===== config.mk =====
export PLATFORM = sky130hd
export DESIGN_NAME = ts_header_parser
export DESIGN_NICKNAME = d
export VERILOG_FILES = /design/src/rtl/ts_header_parser.sv
export SDC_FILE = /design/constraint.sdc
export NUM_CORES = 1
export LEC_CHECK = 0
export CORE_AREA = 2 2 107 88
export DETAILED_ROUTE_END_ITERATION = 12
export DIE_AREA = 0 0 109 90
export PLACE_DENSITY = 0.8
export SYNTH_ARGS = -nofsm -noshare
export SYNTH_HDL_FRONTEND = slang
export SYNTH_SLANG_ARGS = --single-unit

===== constraint.sdc =====
create_clock -name clk -period 8.2 [get_ports clk]
set_clock_uncertainty 0.05 [all_clocks]
set_input_delay 1.64 -clock clk [delete_from_list [all_inputs] [get_ports clk]]
set_output_delay 1.64 -clock clk [all_outputs]
set_load 0.01 [all_outputs]

===== src/rtl/ts_header_parser.sv =====
// MPEG-2 TS packet framer and header decoder with CC check and
// payload forwarding for one selected PID, plus QoS statistics.
module ts_header_parser #(
    parameter logic [12:0] FILTER_PID = 13'h0100,
    parameter int unsigned PKT_LEN    = 188,
    parameter int unsigned CNT_W      = 16
) (
    input  logic             clk,
    input  logic             rst,
    input  logic [7:0]       byte_in,
    input  logic             byte_valid,
    input  logic             sync_in,
    output logic             hdr_valid,
    output logic [12:0]      pid,
    output logic             tei,
    output logic             pusi,
    output logic [1:0]       tsc,
    output logic [1:0]       afc,
    output logic [3:0]       cc,
    output logic             cc_error,
    output logic             sync_err,
    output logic [7:0]       payload_out,
    output logic             payload_valid,
    output logic [CNT_W-1:0] pkt_count,
    output logic [CNT_W-1:0] err_count
);
    localparam int unsigned IDX_W = $clog2(PKT_LEN + 1);

    typedef enum logic [2:0] {HUNT, HDR1, HDR2, HDR3, BODY} state_t;

    state_t           state_q;
    logic [IDX_W-1:0] idx_q;
    logic             tei_s_q, pusi_s_q;
    logic [12:0]      pid_s_q;
    logic             cc_seen_q, dup_q, fwd_q;
    logic [3:0]       last_cc_q;

    logic             hdr_valid_q, tei_q, pusi_q, cc_error_q, sync_err_q;
    logic [12:0]      pid_q;
    logic [1:0]       tsc_q, afc_q;
    logic [3:0]       cc_q;
    logic [7:0]       payload_q;
    logic             payload_valid_q;
    logic [CNT_W-1:0] pkt_count_q, err_count_q;
    logic [CNT_W-1:0] pkt_count_d, err_count_d;

    logic             is_sync, bad_sync, at_end;
    logic             hdr_ev, sync_ev, cc_ev;
    logic             chk, cc_err_d, dup_d;
    logic [1:0]       n_err;
    logic [CNT_W:0]   pkt_sum, err_sum;

    assign is_sync  = sync_in && (byte_in == 8'h47);
    assign bad_sync = sync_in && (byte_in != 8'h47);
    // idx == PKT_LEN means the whole packet is in and a sync byte is due
    assign at_end   = (state_q == BODY) && (idx_q == IDX_W'(PKT_LEN));

    assign hdr_ev  = byte_valid && (state_q == HDR3) && !sync_in;
    assign sync_ev = byte_valid && (bad_sync ||
                     (is_sync && (state_q != HUNT) && !at_end) ||
                     (at_end && !is_sync));

    always_comb begin
        chk      = (pid_s_q == FILTER_PID) && !tei_s_q && (pid_s_q != 13'h1FFF);
        cc_err_d = 1'b0;
        dup_d    = 1'b0;
        if (chk && cc_seen_q) begin
            if (byte_in[4]) begin
                if (byte_in[3:0] == last_cc_q + 4'd1) begin
                    dup_d = 1'b0;
                end else if ((byte_in[3:0] == last_cc_q) && !dup_q) begin
                    dup_d = 1'b1;
                end else begin
                    cc_err_d = 1'b1;
                end
            end else begin
                cc_err_d = (byte_in[3:0] != last_cc_q);
            end
        end
    end

    assign cc_ev   = hdr_ev && cc_err_d;
    assign n_err   = {1'b0, cc_ev} + {1'b0, sync_ev};
    assign pkt_sum = {1'b0, pkt_count_q} + (CNT_W+1)'(hdr_ev);
    assign err_sum = {1'b0, err_count_q} + (CNT_W+1)'(n_err);
    assign pkt_count_d = pkt_sum[CNT_W] ? '1 : pkt_sum[CNT_W-1:0];
    assign err_count_d = err_sum[CNT_W] ? '1 : err_sum[CNT_W-1:0];

    always_ff @(posedge clk or posedge rst) begin
        if (rst) begin
            state_q         <= HUNT;
            idx_q           <= '0;
            tei_s_q         <= 1'b0;
            pusi_s_q        <= 1'b0;
            pid_s_q         <= '0;
            cc_seen_q       <= 1'b0;
            dup_q           <= 1'b0;
            fwd_q           <= 1'b0;
            last_cc_q       <= '0;
            hdr_valid_q     <= 1'b0;
            tei_q           <= 1'b0;
            pusi_q          <= 1'b0;
            pid_q           <= '0;
            tsc_q           <= '0;
            afc_q           <= '0;
            cc_q            <= '0;
            cc_error_q      <= 1'b0;
            sync_err_q      <= 1'b0;
            payload_q       <= '0;
            payload_valid_q <= 1'b0;
            pkt_count_q     <= '0;
            err_count_q     <= '0;
        end else begin
            hdr_valid_q     <= 1'b0;
            cc_error_q      <= 1'b0;
            sync_err_q      <= 1'b0;
            payload_valid_q <= 1'b0;
            if (byte_valid) begin
                sync_err_q  <= sync_ev;
                pkt_count_q <= pkt_count_d;
                err_count_q <= err_count_d;
                if (bad_sync) begin
                    state_q   <= HUNT;
                    idx_q     <= '0;
                    cc_seen_q <= 1'b0;
                end else if (is_sync) begin
                    state_q <= HDR1;
                    idx_q   <= IDX_W'(1);
                    if ((state_q != HUNT) && !at_end) cc_seen_q <= 1'b0;
                end else begin
                    unique case (state_q)
                        HUNT: begin
                        end
                        HDR1: begin
                            tei_s_q        <= byte_in[7];
                            pusi_s_q       <= byte_in[6];
                            pid_s_q[12:8]  <= byte_in[4:0];
                            state_q        <= HDR2;
                            idx_q          <= IDX_W'(2);
                        end
                        HDR2: begin
                            pid_s_q[7:0] <= byte_in;
                            state_q      <= HDR3;
                            idx_q        <= IDX_W'(3);
                        end
                        HDR3: begin
                            hdr_valid_q <= 1'b1;
                            cc_error_q  <= cc_err_d;
                            pid_q       <= pid_s_q;
                            tei_q       <= tei_s_q;
                            pusi_q      <= pusi_s_q;
                            tsc_q       <= byte_in[7:6];
                            afc_q       <= byte_in[5:4];
                            cc_q        <= byte_in[3:0];
                            fwd_q       <= (pid_s_q == FILTER_PID) && !tei_s_q
                                           && byte_in[4];
                            if (chk) begin
                                cc_seen_q <= 1'b1;
                                last_cc_q <= byte_in[3:0];
                                dup_q     <= dup_d;
                            end
                            state_q <= BODY;
                            idx_q   <= IDX_W'(4);
                        end
                        BODY: begin
                            if (at_end) begin
                                state_q   <= HUNT;
                                idx_q     <= '0;
                                cc_seen_q <= 1'b0;
                            end else begin
                                idx_q <= idx_q + IDX_W'(1);
                                if (fwd_q) begin
                                    payload_q       <= byte_in;
                                    payload_valid_q <= 1'b1;
                                end
                            end
                        end
                        default: begin
                            state_q <= HUNT;
                            idx_q   <= '0;
                        end
                    endcase
                end
            end
        end
    end

    assign hdr_valid     = hdr_valid_q;
    assign pid           = pid_q;
    assign tei           = tei_q;
    assign pusi          = pusi_q;
    assign tsc           = tsc_q;
    assign afc           = afc_q;
    assign cc            = cc_q;
    assign cc_error      = cc_error_q;
    assign sync_err      = sync_err_q;
    assign payload_out   = payload_q;
    assign payload_valid = payload_valid_q;
    assign pkt_count     = pkt_count_q;
    assign err_count     = err_count_q;
endmodule


==> reports/qor.csv <==
metric,value,unit
path_max_fanout,29,
fin_crit,5.67,ns
finalPower,0.00139,W
insertion_delay,0.37,ns
htreeDepth,3,
rr_startpoint,state_q[2],
grt_usage,0.224,
die_x,109,um
p_clk_frac,0.225,
drv_cap,0,
place_ws,2.16,ns
cts_sinks,100,
crit_start,byte_valid,
wl_per_cell,15.8,um
syn_nets,475,
status,"finished, final reports clean",
combPwrFrac,0.272,
synthArstFlopShare,1.00,
slew_violations,0,
intPower,0.000949,W
crit_arrival,5.90,ns
drt_iter0_drc,176,
final_common_cell,nand2_1,
postCtsHoldBufs,0,
whs,0.436,ns
ctsRootBufferMaster,clkbuf_8,
min_period_over_period,0.691,
die_area,9810,um2
io_pins,79,
place.gp.congestion,0.923,
min_to,pid[5],
p_sw_frac,0.316,
diodes,0,
multi_input_area,2040,um2
postSynthCellCount,456,
ant_nets,0,
end_kind,register,
synth_mux_area_frac,0.0750,
via_count,3660,
cts_setup_buffers,0,
area_delta_synth_final,21.3,%
hold_path.class,register to register,
first_pass_iters,4,
synth_top_family_by_area,simple AND/OR/NAND/NOR gates,
netSwitchingPower,0.000438,W
reg2reg_slack,4.05,ns
r2r_cells,12,
critPathKind,input pin to register,
fin_ws,2.53,ns
hpwl,7.08,mm
num-fill-cells,702,
synth_flop_cell,dfrtp_1,
whs_path_depth,2,
antenna_found_initial,0,
yosys_warnings,0,
relSlewSlack,0.310,
vias_per_cell,5.65,
worst-slew-pin-transition,1.03,ns
syn_avg_cell_area,10.4,um2
clkTransAtPathRegs,0.09,ns
cts_buffers,9,
synth_simple_gate_area_frac,0.208,
synth_fa_ha_area_frac,0.0201,
remaining_drc_errors,0,
grt_pass1_vias,3583,
p_leak,2.74,nW
final-seq-area,2500,um2
gr-total-overflow,0,
final_hold_viol_count,0,
clockBufferDepth,2,
cts_tree,built,
synth-edff-count,0,
die_height,90,um
rsz0062_at_grt,false,
portBuffers,78,
seqPwrFrac,0.503,
start_kind,input pin,
max_clock_freq,176,MHz
required,8.44,ns
yosysTopAreaCellShare,0.528,
initial_core_util,0.538,
yosys.area.top_type,dfrtp_1,
grt_max_degree,86,
ys_types,59,
peakVddDrop,131,uV
rows,31,
drive_gt1_frac,0.105,
fin_tns_setup,0,ns
synth_xor_area_frac,0.0462,
ys_seq_elements,100,
min-delay-start,pid[5],
yosysSeqAreaShare,0.528,
core_area,8800,um2
worstReg2RegEnd,err_count[13],
synth-compound-area-share,0.0816,
netlist_top_cells_area,"dfrtp_1 (53%), nand2_1 (8.7%), mux2_2 (6.4%), xor2_1 (2.4%), xnor2_1 (2.2%)",
finalNetCount,547,
p_per_area,241,nW/um2
setup_viol_count_final,0,
post_cts_resize_count,0,
synth_area,4740,um2
grt_pass1_wl,17.5,mm
final_cell_mix,"nand2_1 (110), dfrtp_1 (100), clkdlybuf4s50_1 (78)",
drt_wl_total,10.2,mm
[sequential cells by signal, summed over array words and instances, names as in the netlist, 2 cells and up]
register	cells
afc	2
idx_q	8
last_cc_q	4
state_q	3
tsc	2
cc	4
payload_out	8
pid	13
pkt_count	16
err_count	16
pid_s_q	13
[how the worst max path moves through the flow]
stage / slack [ns] / endpoint
floorplan: 3.86 / err_count[14]
global placement: 2.40 / err_count[5]
detailed placement: 2.16 / err_count[13]
CTS: 2.53 / err_count[13]
global route: 2.14 / err_count[13]
finish: 2.53 / err_count[13]
[power groups by stage]
stage / clock, W / sequential [W] / combinational (W)
after detailed placement: 0 / 0.000703 / 0.000379
after CTS: 0.000320 / 0.000695 / 0.000381
after floorplan: 0 / 0.000706 / 0.000195
after global placement: 0 / 0.000699 / 0.000367
after global routing: 0.000341 / 0.000712 / 0.000419
final: 0.000312 / 0.000697 / 0.000378
[cells by family (layout without fill, tap and decap cells)]
kind of cell	Yosys count	count (layout)
AND/OR/NAND/NOR	202	202
flip-flops	100	100
AO/OA/AOI/OAI	53	53
buffers and inverters	37	114
multiplexers	32	32
XOR/XNOR	25	25
adder cells (fa/ha/maj)	7	7
[synth_stat cells (all sizes together), types with 3 or more instances]
cell type	n
and3	9
mux2	28
a31oi	4
nand2	110
nand3	15
o21ai	15
or3	3
clkbuf	6
ha	6
inv	18
nor2b	5
a22o	6
nor4	8
and4b	3
nor2	15
mux2i	4
nor3	8
dfrtp	100
a21oi	8
buf	13
xor2	13
nand4	14
xnor2	12
[metrics by stage]
stage / cells / utilization / cell area, um2
floorplan: 456 / - / 4740
global placement: 632 / 0.631 / 5550
detailed placement: 632 / 0.631 / 5550
CTS: 648 / 0.653 / 5750
global route: 648 / 0.653 / 5750
finish: 648 / 0.653 / 5750
[final cells by class]
type,count,area share
Sequential cell,100,0.435
Multi-Input combinational cell,319,0.355
Clock buffer,10,0.0222
Inverter,18,0.0122
Clock inverter,6,0.0113
Tap cell,115,0.0250
Timing Repair Buffer,80,0.138
[critical path, cell delays in order]
cell	delay, ns
clkdlybuf4s50_1	0.81
nand4_1	0.22
buf_4	0.33
or2_0	0.46
o311ai_0	0.28
fa_1	0.44
inv_1	0.09
ha_1	0.17
nand4_1	0.24
nor4_2	0.49
nand3_1	0.50
nand3_1	0.22
[per-layer routing]
layer / GRT usage / vias to the layer above / share of wire
met5: 0 / - / 0
met4: 0.0662 / 0 / 0.017
met3: 0.0580 / 19 / 0.049
met2: 0.349 / 106 / 0.48
met1: 0.310 / 1803 / 0.45
li1: - / 1732 / -
Power figures use the tool's default switching activity.
